`src/rtl/sdram_pkg.sv`:
```
// Shared definitions for the SDRAM controller command path.
// Contents: SDRAM command encodings {cs_n,ras_n,cas_n,we_n}, the one-hot
// arbiter state type and the default auto-refresh period.
package sdram_pkg;

  localparam logic [3:0] CMD_NOP  = 4'b0111;
  localparam logic [3:0] CMD_PRE  = 4'b0010;
  localparam logic [3:0] CMD_AREF = 4'b0001;
  localparam logic [3:0] CMD_MSET = 4'b0000;
  localparam logic [3:0] CMD_WR   = 4'b0100;
  localparam logic [3:0] CMD_RD   = 4'b0101;
  localparam logic [3:0] CMD_ACT  = 4'b0011;

  // 7.8 us at 100 MHz
  localparam int unsigned REF_PERIOD_DEF = 780;

  typedef enum logic [4:0] {
    INIT  = 5'b00001,
    ARBIT = 5'b00010,
    AREF  = 5'b00100,
    WRITE = 5'b01000,
    READ  = 5'b10000
  } state_t;

endpackage

```
`src/rtl/sdram_arbit_if.sv`:
```
// SDRAM pin bus driven by the command arbiter.
// Signals: cke, cs_n, ras_n, cas_n, we_n, bank[1:0], addr[12:0].
// Modports: master = arbiter side (drives the pins), slave = SDRAM side.
interface sdram_arbit_if;
  logic        cke;
  logic        cs_n;
  logic        ras_n;
  logic        cas_n;
  logic        we_n;
  logic [1:0]  bank;
  logic [12:0] addr;

  modport master (output cke, cs_n, ras_n, cas_n, we_n, bank, addr);
  modport slave  (input  cke, cs_n, ras_n, cas_n, we_n, bank, addr);
endinterface

```
`src/rtl/sdram_ref_timer.sv`:
```
// Periodic auto-refresh request generator.
// Ports: sclk, s_rst_n (async active-low), enable (timer runs when high,
// held at 0 otherwise), grant (refresh being granted this edge),
// aref_req (pending refresh request, at most one outstanding).
module sdram_ref_timer #(
  parameter int unsigned REF_PERIOD = 780,
  parameter int unsigned CNT_W      = 10
) (
  input  logic sclk,
  input  logic s_rst_n,
  input  logic enable,
  input  logic grant,
  output logic aref_req
);

  logic [CNT_W-1:0] cnt;
  logic             tc;

  assign tc = enable && (cnt == CNT_W'(REF_PERIOD - 1));

  always_ff @(posedge sclk or negedge s_rst_n) begin
    if (!s_rst_n) begin
      cnt      <= '0;
      aref_req <= 1'b0;
    end else if (!enable) begin
      cnt <= '0;
    end else begin
      cnt <= tc ? '0 : cnt + 1'b1;
      // Set has priority so a terminal count coinciding with a grant is not lost
      if (tc)
        aref_req <= 1'b1;
      else if (grant)
        aref_req <= 1'b0;
    end
  end

endmodule

```
`src/rtl/sdram_arbit.sv`:
```
// SDRAM command-bus arbiter and sequencer.
// Holds the bus for the init sequencer until flag_init_end, then grants it
// to auto-refresh, write or read (priority in that order), always passing
// through one ARBIT NOP cycle between grants.
// Ports: sclk, s_rst_n; per-master cmd/addr(/bank) inputs and end flags;
// wr_req/rd_req requests; aref_req/aref_en/wr_en/rd_en status/grants;
// sdram: pin bus (cke, command pins, bank, addr).
module sdram_arbit
  import sdram_pkg::*;
#(
  parameter int unsigned REF_PERIOD = REF_PERIOD_DEF,
  parameter int unsigned CNT_W      = 10
) (
  input  logic        sclk,
  input  logic        s_rst_n,
  input  logic [3:0]  init_cmd,
  input  logic [12:0] init_addr,
  input  logic        flag_init_end,
  input  logic [3:0]  aref_cmd,
  input  logic [12:0] aref_addr,
  input  logic        flag_aref_end,
  input  logic        wr_req,
  input  logic [3:0]  wr_cmd,
  input  logic [12:0] wr_addr,
  input  logic [1:0]  wr_bank,
  input  logic        flag_wr_end,
  input  logic        rd_req,
  input  logic [3:0]  rd_cmd,
  input  logic [12:0] rd_addr,
  input  logic [1:0]  rd_bank,
  input  logic        flag_rd_end,
  output logic        aref_req,
  output logic        aref_en,
  output logic        wr_en,
  output logic        rd_en,
  sdram_arbit_if.master sdram
);

  state_t      state, next_state;
  logic [3:0]  cmd;
  logic [12:0] addr;
  logic [1:0]  bank;
  logic        aref_grant;

  always_ff @(posedge sclk or negedge s_rst_n) begin
    if (!s_rst_n)
      state <= INIT;
    else
      state <= next_state;
  end

  always_comb begin
    next_state = state;
    case (state)
      INIT:    if (flag_init_end) next_state = ARBIT;
      ARBIT: begin
        if (aref_req)    next_state = AREF;
        else if (wr_req) next_state = WRITE;
        else if (rd_req) next_state = READ;
      end
      AREF:    if (flag_aref_end) next_state = ARBIT;
      WRITE:   if (flag_wr_end)   next_state = ARBIT;
      READ:    if (flag_rd_end)   next_state = ARBIT;
      default: next_state = INIT;
    endcase
  end

  always_comb begin
    cmd     = CMD_NOP;
    addr    = '0;
    bank    = '0;
    aref_en = 1'b0;
    wr_en   = 1'b0;
    rd_en   = 1'b0;
    case (state)
      INIT: begin
        cmd  = init_cmd;
        addr = init_addr;
      end
      AREF: begin
        cmd     = aref_cmd;
        addr    = aref_addr;
        aref_en = 1'b1;
      end
      WRITE: begin
        cmd   = wr_cmd;
        addr  = wr_addr;
        bank  = wr_bank;
        wr_en = 1'b1;
      end
      READ: begin
        cmd   = rd_cmd;
        addr  = rd_addr;
        bank  = rd_bank;
        rd_en = 1'b1;
      end
      default: ;
    endcase
    // Pins must read NOP while reset is held, even though INIT forwards init_cmd
    if (!s_rst_n)
      cmd = CMD_NOP;
  end

  assign aref_grant = (next_state == AREF) && (state != AREF);

  assign sdram.cke   = s_rst_n;
  assign sdram.cs_n  = cmd[3];
  assign sdram.ras_n = cmd[2];
  assign sdram.cas_n = cmd[1];
  assign sdram.we_n  = cmd[0];
  assign sdram.bank  = bank;
  assign sdram.addr  = addr;

  sdram_ref_timer #(
    .REF_PERIOD (REF_PERIOD),
    .CNT_W      (CNT_W)
  ) u_ref_timer (
    .sclk     (sclk),
    .s_rst_n  (s_rst_n),
    .enable   (state != INIT),
    .grant    (aref_grant),
    .aref_req (aref_req)
  );

endmodule

```
`src/flat_wrapper.sv`:
```
// flat-port wrapper written by rule: the top's interface ports become plain ports
module sdram_arbit_flat import sdram_pkg::*;
#(
  parameter int unsigned REF_PERIOD = REF_PERIOD_DEF,
  parameter int unsigned CNT_W      = 10
)
  (sclk, s_rst_n, init_cmd, init_addr, flag_init_end, aref_cmd, aref_addr, flag_aref_end, wr_req, wr_cmd, wr_addr, wr_bank, flag_wr_end, rd_req, rd_cmd, rd_addr, rd_bank, flag_rd_end, aref_req, aref_en, wr_en, rd_en, sdram_cke, sdram_cs_n, sdram_ras_n, sdram_cas_n, sdram_we_n, sdram_bank, sdram_addr);
  sdram_arbit_if sdram_i ();
  input  logic sclk;
  input  logic s_rst_n;
  input  logic [3:0] init_cmd;
  input  logic [12:0] init_addr;
  input  logic flag_init_end;
  input  logic [3:0] aref_cmd;
  input  logic [12:0] aref_addr;
  input  logic flag_aref_end;
  input  logic wr_req;
  input  logic [3:0] wr_cmd;
  input  logic [12:0] wr_addr;
  input  logic [1:0] wr_bank;
  input  logic flag_wr_end;
  input  logic rd_req;
  input  logic [3:0] rd_cmd;
  input  logic [12:0] rd_addr;
  input  logic [1:0] rd_bank;
  input  logic flag_rd_end;
  output logic aref_req;
  output logic aref_en;
  output logic wr_en;
  output logic rd_en;
  output wire logic [$bits(sdram_i.cke)-1:0] sdram_cke;
  output wire logic [$bits(sdram_i.cs_n)-1:0] sdram_cs_n;
  output wire logic [$bits(sdram_i.ras_n)-1:0] sdram_ras_n;
  output wire logic [$bits(sdram_i.cas_n)-1:0] sdram_cas_n;
  output wire logic [$bits(sdram_i.we_n)-1:0] sdram_we_n;
  output wire logic [$bits(sdram_i.bank)-1:0] sdram_bank;
  output wire logic [$bits(sdram_i.addr)-1:0] sdram_addr;
  assign sdram_cke = sdram_i.cke;
  assign sdram_cs_n = sdram_i.cs_n;
  assign sdram_ras_n = sdram_i.ras_n;
  assign sdram_cas_n = sdram_i.cas_n;
  assign sdram_we_n = sdram_i.we_n;
  assign sdram_bank = sdram_i.bank;
  assign sdram_addr = sdram_i.addr;
  sdram_arbit #(.REF_PERIOD(REF_PERIOD), .CNT_W(CNT_W)) u_core (.sclk(sclk), .s_rst_n(s_rst_n), .init_cmd(init_cmd), .init_addr(init_addr), .flag_init_end(flag_init_end), .aref_cmd(aref_cmd), .aref_addr(aref_addr), .flag_aref_end(flag_aref_end), .wr_req(wr_req), .wr_cmd(wr_cmd), .wr_addr(wr_addr), .wr_bank(wr_bank), .flag_wr_end(flag_wr_end), .rd_req(rd_req), .rd_cmd(rd_cmd), .rd_addr(rd_addr), .rd_bank(rd_bank), .flag_rd_end(flag_rd_end), .aref_req(aref_req), .aref_en(aref_en), .wr_en(wr_en), .rd_en(rd_en), .sdram(sdram_i));
endmodule
```
`config.mk`:
```
export PLATFORM = sky130hd
export DESIGN_NAME = sdram_arbit_flat
export DESIGN_NICKNAME = d
export VERILOG_FILES = /design/src/rtl/sdram_pkg.sv /design/src/rtl/sdram_arbit_if.sv /design/src/rtl/sdram_ref_timer.sv /design/src/rtl/sdram_arbit.sv /design/src/flat_wrapper.sv
export SDC_FILE = /design/constraint.sdc
export NUM_CORES = 1
export LEC_CHECK = 0
export CORE_MARGIN = 3
export CORE_UTILIZATION = 34
export CTS_CLUSTER_DIAMETER = 80
export DETAILED_ROUTE_END_ITERATION = 10
export PLACE_DENSITY = 0.81
export SLEW_MARGIN = 40
export SYNTH_ARGS = -nofsm -noshare
export SYNTH_HDL_FRONTEND = slang
export SYNTH_SLANG_ARGS = --single-unit
```
`constraint.sdc`:
```
create_clock -name sclk -period 3.5 [get_ports sclk]
set_input_delay 0.7 -clock sclk [delete_from_list [all_inputs] [get_ports sclk]]
set_output_delay 0.7 -clock sclk [all_outputs]
set_load 0.02 [all_outputs]
```
# --- Word level (Yosys, flattened, before mapping) ---
# Index checks and enable logic that the tools add are counted.
totals:
  latch_bits: 0
  output_inout_bits: 24
  ff_bits: 16
  elab_cells: 36
  ram_bits: 0
  rom_bits: 0
  memories: 0
classes:
  add_sub_neg: 1
  muxes: 19
  n_shift: 0
  order_cmp: 0
  n_reduce_logical: 4
  n_bitwise: 0
  mul: 0
  n_eq_ne: 9
  n_div: 0
op_table:
  columns: ["op", "count"]
  rows:
  - ["case mux 13 bit (4 select lines)", 1]
  - ["2-to-1 mux 5 bit", 7]
  - ["case mux 5 bit (5 select lines)", 1]
  - ["2-to-1 mux 10 bit", 2]
  - ["case mux 4 bit (4 select lines)", 1]
  - ["adder 10 x 1 -> 10 bit (second input constant)", 1]
  - ["== test 10 bit (second input constant)", 1]
  - ["== test 5 x 3 -> 1 bit (second input constant)", 2]
  - ["== test 5 x 1 -> 1 bit (second input constant)", 1]
  - ["== test 5 x 2 -> 1 bit (second input constant)", 1]
  - ["== test 5 x 4 -> 1 bit (second input constant)", 1]
  - ["== test 5 bit (second input constant)", 1]
  - ["2-to-1 mux 1 bit", 5]
  - ["!= test 5 x 1 -> 1 bit (second input constant)", 1]
  - ["!= test 5 x 3 -> 1 bit (second input constant)", 1]
  - ["2-to-1 mux 4 bit", 1]
  - ["case mux 2 bit (2 select lines)", 1]
  - ["logical AND 1 bit", 2]
  - ["AND reduction 2 bit", 1]
  - ["nonzero test 2 bit", 1]

# --- Depth between registers and ports, before layout ---
# Gate-level depths: netlist of the first run.
depth:
  depth_word: 8
  ltp_mapped: 7
  depth_no_buf: 5

# --- Cells and area by module ---
# Synthesis of the first run repeated with hierarchy kept, for this count alone.
hier_totals:
  cells_unflattened: 162
  hier_area_um2: 1361.3
modules_own_cells:
  columns: ["mod", "area_per_inst_um2", "n_inst", "seq_area_each_um2", "cells_each"]
  rows:
  - ["sdram_arbit", 829.5, 1, 126.4, 112]
  - ["sdram_ref_timer", 531.8, 1, 275.3, 50]

# --- Worst setup path before layout of the first run ---
# OpenSTA, ideal clock, no wires.
synth_timing:
  kind: "reg2out"
  from: "register u_core.state[0]"
  to: "output port sdram_addr[10]"
  required_ps: 2800
  t_arrival_ps: 1547
  path_slack_ps: 1253
  n_path_buf: 3
  stages_incl_launch_ff: 8
  path_cell_list: "dfstp_2 buf_4 nor2_1 and3b_1 buf_2 buf_2 a22oi_1 nand2_1"
synth_via:
  elab_chain_len: 2
  word_cells_on_any_way: 5
synth_lines:
  columns: ["item", "line", "text"]
  rows:
  - ["start: declaration", "sdram_arbit.sv:39", "state_t state, next_state;"]
  - ["start signal: assignment", "sdram_arbit.sv:49", "state <= next_state;"]
  - ["== test 5 bit (tied with other cells)", "sdram_arbit.sv:75", "case (state)"]
  - ["case mux 13 bit (4 select lines) (*)", "sdram_arbit.sv:75", null]
  - ["end: declaration", "flat_wrapper.sv:37", "output wire logic [$bits(sdram_i.addr)-1:0] sdram_addr;"]
# Mark *: on every way between the ends. The rest lies on a longest branch, timed or not.

# --- Worst setup path after layout of the first run ---
layout_timing:
  from: "register u_core.state[2]"
  to: "output port sdram_addr[6]"
# Same word-level chain as after synthesis.

==> metrics, run 1 <==
outcome=completed; DP HPWL=3680 um; Post-CTS Setup Repair Bufs=0; CP Capture Type=output port; Syn Area/Cell=between 8 and 9 sq um; Slew Limit Headroom=a little under three fifths; DR WL met3=333 um; Final GP Congestion=approximately 0.84; Hold Vio Cnt, Final=0; die area=4800 sq um; port bufs=a little over 100; Post-CTS Hold Buffers=0; Yosys cell types=41; Max-Cap Viols=0; crit path DAT=2550 ps; Max Freq=between 300 and 400 MHz; Rows=22; vias in the first global route=roughly 1.5k; Tot GR Track Use=about a fifth; leading cell type in the layout, fill and taps excluded=clkdlybuf4s50_1; H-tree depth=1; met2 routed wirelength=2330 um; post-synth net total=about 250; crit-path max cell delay=610 ps; min cycle time layout=~3300 ps; Iteration-0 DRC Markers=74; initial antenna violation count=0; Post-Place Worst Slack=approximately 490 ps; leakage=about 1.0 nW; worst IR drop on VDD=0.319 mV; Die X=69.3 um; routed via count=1654; commonest cells after routing, fill and taps aside=clkdlybuf4s50_1, a22oi_1, nor2_1; Final Cycle Share=about 93%; Top Layer Used=met4; Final Instance Count excl. Fillers=313; Die Ht=69.3 um; Cells after Synth=167; layout cells sized above 1=5.28%; # placed instances=309; crit-path cells=nor4b_2, and2b_1, buf_4, a22oi_1, nand2_1, clkdlybuf4s50_1; RSZ-0062 raised after global routing=false; hold slack final=544 ps; Met1 Routed Length=2000 um; worst setup margin=~250 ps; vias per cell=5.28; CTS tree=done; CTS Buf Count=3; critical path's slowest cell=clkdlybuf4s50_1; crit path max fanout=12; dpl cell area=about 2400 sq um; worst endpoint required time=around 2800 ps; drt wl/cell=about 15 um; CTS resizes=0; area growth from synthesis to layout=79.8%; Total Power=~1.2 mW; Slew Viols, Final=0; final instance area=2450 sq um; ANT cells=0; clock root buffer master=clkbuf_8; Core Area=3770 sq um; NumNets Final=347; warnings from Yosys=0; Setup CP Type=flop to output port; Worst Setup Start Kind=flop; final setup fails=0; measured slew at the worst slew-check pin=640 ps; # clock sinks=16; Core Util, Final=64.9%; WL final=around 4700 um; PD cells=478 nW/um^2; share of the yosys chip area belonging to registers=29.5%; Final TNS setup=0 ps; GRT overflow=0; flops & latches, synth=16; First-pass DRT Iterations=4; ANT nets after route=0; Worst-Skew Late Latency=250 ps; wire length of the first global-routing pass=about 7800 um; Post-route DRC=0; clock slew at reported path FFs=~60 ps; Clock Tree Buf Depth=2; worst clock skew=5.26 ps; area of the mapped netlist=1360 sq um; top-level I/O count=104; largest net degree at the start of global routing=21; fill count=roughly 330; HP Class=flop to flop; initial core utilization=36.1%
[cell type report]
class,count,area [sq um],share of cell area (%)
timing repair buffer,108,1070,43.7
multi-input combinational,131,840,34.3
sequential,16,402,16.4
tap,48,60.1,2.45
clock buffer,4,55.1,2.25
inverter,6,22.5,0.920
[flip-flops by register name, summed over array words and instances (netlist names)]
register / cells
u_core.u_ref_timer.cnt: 10
u_core.u_ref_timer.aref_req: 1
u_core.state: 5
[where the power goes]
| group | switching [mW] | internal [mW] | total [mW] |
|---|---|---|---|
| clock | 0.0625 | 0.0998 | 0.162 |
| sequential | 0.0507 | 0.221 | 0.271 |
| combinational | 0.369 | 0.367 | 0.736 |
[critical path: cells and delay by family (launching register included)]
kind	cells	cell delay [ps]
buffers and inverters	2	880
and+or+nand+nor	3	850
DFF	1	460
AOI/OAI and AO/OA	1	100
[cells in the mapped netlist]
library cell / instances / area share (%)
o21ai_0: 3 / 1.1
nor2_2: 1 / 0.46
nor4_1: 2 / 0.92
or2_1: 1 / 0.46
a221o_1: 1 / 0.74
a21oi_1: 4 / 1.5
nor2_1: 18 / 5.0
a31oi_1: 1 / 0.46
o22ai_1: 1 / 0.46
buf_2: 6 / 2.2
o32ai_1: 1 / 0.64
nor4b_1: 1 / 0.64
nand2_1: 17 / 4.7
nand3b_1: 2 / 1.1
buf_6: 3 / 2.5
a22o_1: 5 / 3.2
and3_1: 4 / 1.8
nand4_1: 4 / 1.8
inv_2: 1 / 0.28
clkbuf_1: 1 / 0.28
and4bb_4: 1 / 1.2
inv_1: 5 / 1.4
dfstp_2: 1 / 1.9
a22oi_1: 31 / 17
nor3_1: 3 / 1.1
o31ai_1: 1 / 0.55
or3_1: 4 / 1.8
and3b_1: 2 / 1.3
o311ai_0: 1 / 0.64
xnor2_1: 1 / 0.64
and2b_1: 1 / 0.55
nor2b_1: 3 / 1.4
xor2_1: 8 / 5.1
dfrtp_1: 15 / 28
nand4b_1: 1 / 0.64
ha_1: 1 / 0.92
nand2b_1: 1 / 0.46
and4_1: 1 / 0.64
buf_4: 4 / 2.2
nor4b_2: 1 / 1.1
nand3_1: 4 / 1.5
[worst paths after layout]
check / from / to / slack [ps] / cells past startpoint
max: u_core.state[2] / sdram_addr[6] / 250 / 6
min: u_core.u_ref_timer.cnt[0] / u_core.u_ref_timer.cnt[0] / 540 / 1
max reg2reg: u_core.state[4] / u_core.u_ref_timer.cnt[6] / 1730 / 4
min reg2reg: u_core.u_ref_timer.cnt[0] / u_core.u_ref_timer.cnt[0] / 540 / 1
max in group asynchronous: s_rst_n / u_core.state[0] / 2370 / 2
min in group asynchronous: s_rst_n / u_core.state[4] / 880 / 2
[logic make-up after synthesis]
family / after synthesis / share of synthesized area [%]
adder cells (fa/ha/maj): 1 / 0.919
AND/OR/NAND/NOR: 72 / 28.6
flip-flops: 16 / 29.5
XOR/XNOR: 9 / 5.79
AO/OA/AOI/OAI: 49 / 26.4
buffers and inverters: 20 / 8.82
[routing by layer]
layer / track usage [%] / up-vias
li1: - / 815
met1: 24.4 / 760
met2: 33.7 / 75
met3: 5.36 / 4
met4: 1.95 / 0
met5: 0 / -
No activity file was read; power rests on OpenSTA's default activity.
==> inputs of run 2 (changes only) <==
CORE_MARGIN = 2   (was 3)
SYNTH_HIERARCHICAL = 1   (was default)
==> run 2 against run 1 <==
  * Worst hold slack worse by 55 ps
  * Count of clock-buffer cells in the layout is the same
  * Final area grew 1.0%
  * Core utilization increased by 1.1 points
  * Largest cell class unchanged
==> metrics, run 2 <==
met1 global-route usage=25.8% (+1.4 points); worst setup margin=291 ps (+41.0 ps); drt wl/cell=15.0 um (+0.17%); Final Cycle Share=91.7% (-1.2 points); leakage=0.962 nW (-5.3%); final setup fails=0 (unchanged); Hold Path Origin=u_core/u_ref_timer/cnt[0]; top-level I/O count=104 (unchanged); Setup CP Type=flop to output port; GR met2 Demand/Resource=35.4% (+1.7 points); WL final=4690 um (+0.17%); Tot GR Track Use=20.9% (+1.6 points); async set-reset flop share out of synthesis=100% (unchanged); # clock sinks=16 (unchanged); leading cell type in the layout, fill and taps excluded=clkdlybuf4s50_1; NumNets Final=347 (unchanged); hold slack final=489 ps (-55.0 ps); Core Util, Final=66.0% (+1.1 points); max reg flops=10 (unchanged); Slew Limit Headroom=62.6% (+5.2 points); H-tree depth=1 (unchanged); FF-to-FF End=u_core/u_ref_timer/cnt[3]; vias in the first global route=1614 (+4.3%); routed via count=1681 (+1.6%); warnings from Yosys=6 (+6); # placed instances=309 (unchanged); Die Ht=67.3 um (-2.9%); Post-synth EDFFs=0 (unchanged); CP Capture Type=output port; port bufs=103 (unchanged); Post-Place Worst Slack=522 ps (+34.1 ps); Post-CTS Hold Buffers=0 (unchanged); Final TNS setup=0 ps (unchanged); top cells by count, synth=a22oi_1, nand2_1, dfrtp_1; measured slew at the worst slew-check pin=560 ps (-80.5 ps); Max Freq=312 MHz (+1.3%); die area=4530 sq um (-5.7%); Final GP Congestion=0.859 (+1.8%); flops & latches, synth=16 (unchanged); clock slew at reported path FFs=50 ps (about the same); clock root buffer master=clkbuf_8; area of the mapped netlist=1360 sq um (unchanged); initial core utilization=36.4% (+0.27 points); First-pass DRT Iterations=5 (+1); Critical Path Sink=sdram_addr[2]; wire length of the first global-routing pass=7200 um (-7.7%); CTS resizes=0 (unchanged); Post-route DRC=0 (unchanged); Clock Tree Buf Depth=2 (unchanged); largest net degree at the start of global routing=23 (+9.5%); Worst-Skew Late Latency=250 ps (about the same); area growth from synthesis to layout=81.6%; dpl cell area=2430 sq um (+1.5%); GR peak layer=met2; Yosys cell types=43 (+4.9%); ANT nets after route=0 (unchanged); reg-to-reg startpoint=u_core/state[4]; GRT overflow=0 (unchanged); share of the yosys chip area belonging to registers=29.5% (unchanged); Syn Area/Cell=8.40 sq um (+3.1%); crit path max fanout=12 (unchanged); commonest cells after routing, fill and taps aside=clkdlybuf4s50_1, a22oi_1, nand2_1; Iteration-0 DRC Markers=111 (+50%); PD cells=456 nW/um^2 (-4.7%); Final Instance Count excl. Fillers=313 (unchanged); worst endpoint required time=2800 ps (about the same); RSZ-0062 raised after global routing=false; Core Area=3740 sq um (-0.73%); min cycle time layout=3210 ps (-41.0 ps); DP HPWL=3860 um (+5.1%); Total Power=1.13 mW (-3.7%); HP Class=flop to flop; CTS Buf Count=3 (unchanged); worst IR drop on VDD=0.236 mV (-26%); layout cells sized above 1=6.79% (+1.5 points); Slew Viols, Final=0 (unchanged); top-area cell type share of the netlist area=27.6% (unchanged); worst clock skew=6.85 ps (+1.59 ps); Setup crit start=u_core/state[4]; top-count cell post-synth=a22oi_1; Post-CTS Setup Repair Bufs=0 (unchanged); ANT cells=0 (unchanged); GR Util met3=6.00% (+0.64 points); slack of the worst reg-to-reg path=1490 ps (-240 ps); crit path DAT=2510 ps (-40 ps); Hold Vio Cnt, Final=0 (unchanged); vias per cell=5.37 (+1.6%); Regs by FF count=u_core/u_ref_timer/cnt (10), u_core/state (5), u_core/u_ref_timer/aref_req (1); Max-Cap Viols=0 (unchanged); Die X=67.3 um (-2.9%); Rows=22 (unchanged); dominant cells by area after synthesis=dfrtp_1, a22oi_1, nand2_1; final instance area=2470 sq um (+1.0%); ys flop type=dfrtp_1; R2R cell count=6 (+2); Worst Setup Start Kind=flop; outcome=completed; initial antenna violation count=0 (unchanged); CTS tree=done; post-synth net total=243 (-2.0%); Cells after Synth=162 (-3.0%); Biggest register=u_core/u_ref_timer/cnt; cell accounting for the most synthesized area=dfrtp_1
==> run 2: worst min path at each step <==
stage | end | cells after the start
2_1_floorplan | u_core/state[1] | 0
3_3_place_gp | u_core/u_ref_timer/cnt[0] | 1
3_5_place_dp | u_core/u_ref_timer/cnt[0] | 1
4_1_cts | u_core/u_ref_timer/cnt[0] | 1
5_1_grt | u_core/u_ref_timer/cnt[0] | 1
6_report | u_core/u_ref_timer/cnt[0] | 1
==> run 2: cell families (layout without fill, tap and decap cells) <==
| kind of cell | after synthesis | count (layout) | share of synthesized area, % |
|---|---|---|---|
| AOI/OAI and AO/OA | 60 | 60 | 32.5 |
| xor gates and xnor gates | 4 | 4 | 2.57 |
| adders and majority gates | 1 | 1 | 0.919 |
| buffers and inverters | 18 | 121 | 7.35 |
| DFF | 16 | 16 | 29.5 |
| and+or+nand+nor | 63 | 63 | 27.1 |
==> run 2: cell type report <==
cell class	count	area, sq um
flip-flops and latches	16	402
inverters	8	30.0
well taps	48	60.1
fillers	334	1270
repair buffers	109	1080
clock buffers	4	45.0
multi-input cells	128	860
==> run 2: critical path, stage by stage, from the launching register on <==
cell and delay [ps]:
dfrtp_1 460, or3_4 450, nor3b_4 340, buf_4 260, a22oi_1 80, nand2_1 70
clkdlybuf4s50_1 610
==> run 2: layer usage <==
| metal | routed length (um) | vias to the layer above |
|---|---|---|
| li1 | - | 830 |
| met1 | 1870 | 780 |
| met2 | 2440 | 65 |
| met3 | 308 | 6 |
| met4 | 76 | 0 |
| met5 | 0 | - |
==> run 2: power by group <==
group          total (mW)  switching (mW)  internal, mW
registers           0.270          0.0512         0.219
logic               0.718           0.350         0.368
clock network       0.138          0.0577        0.0805
total                1.13           0.459         0.667
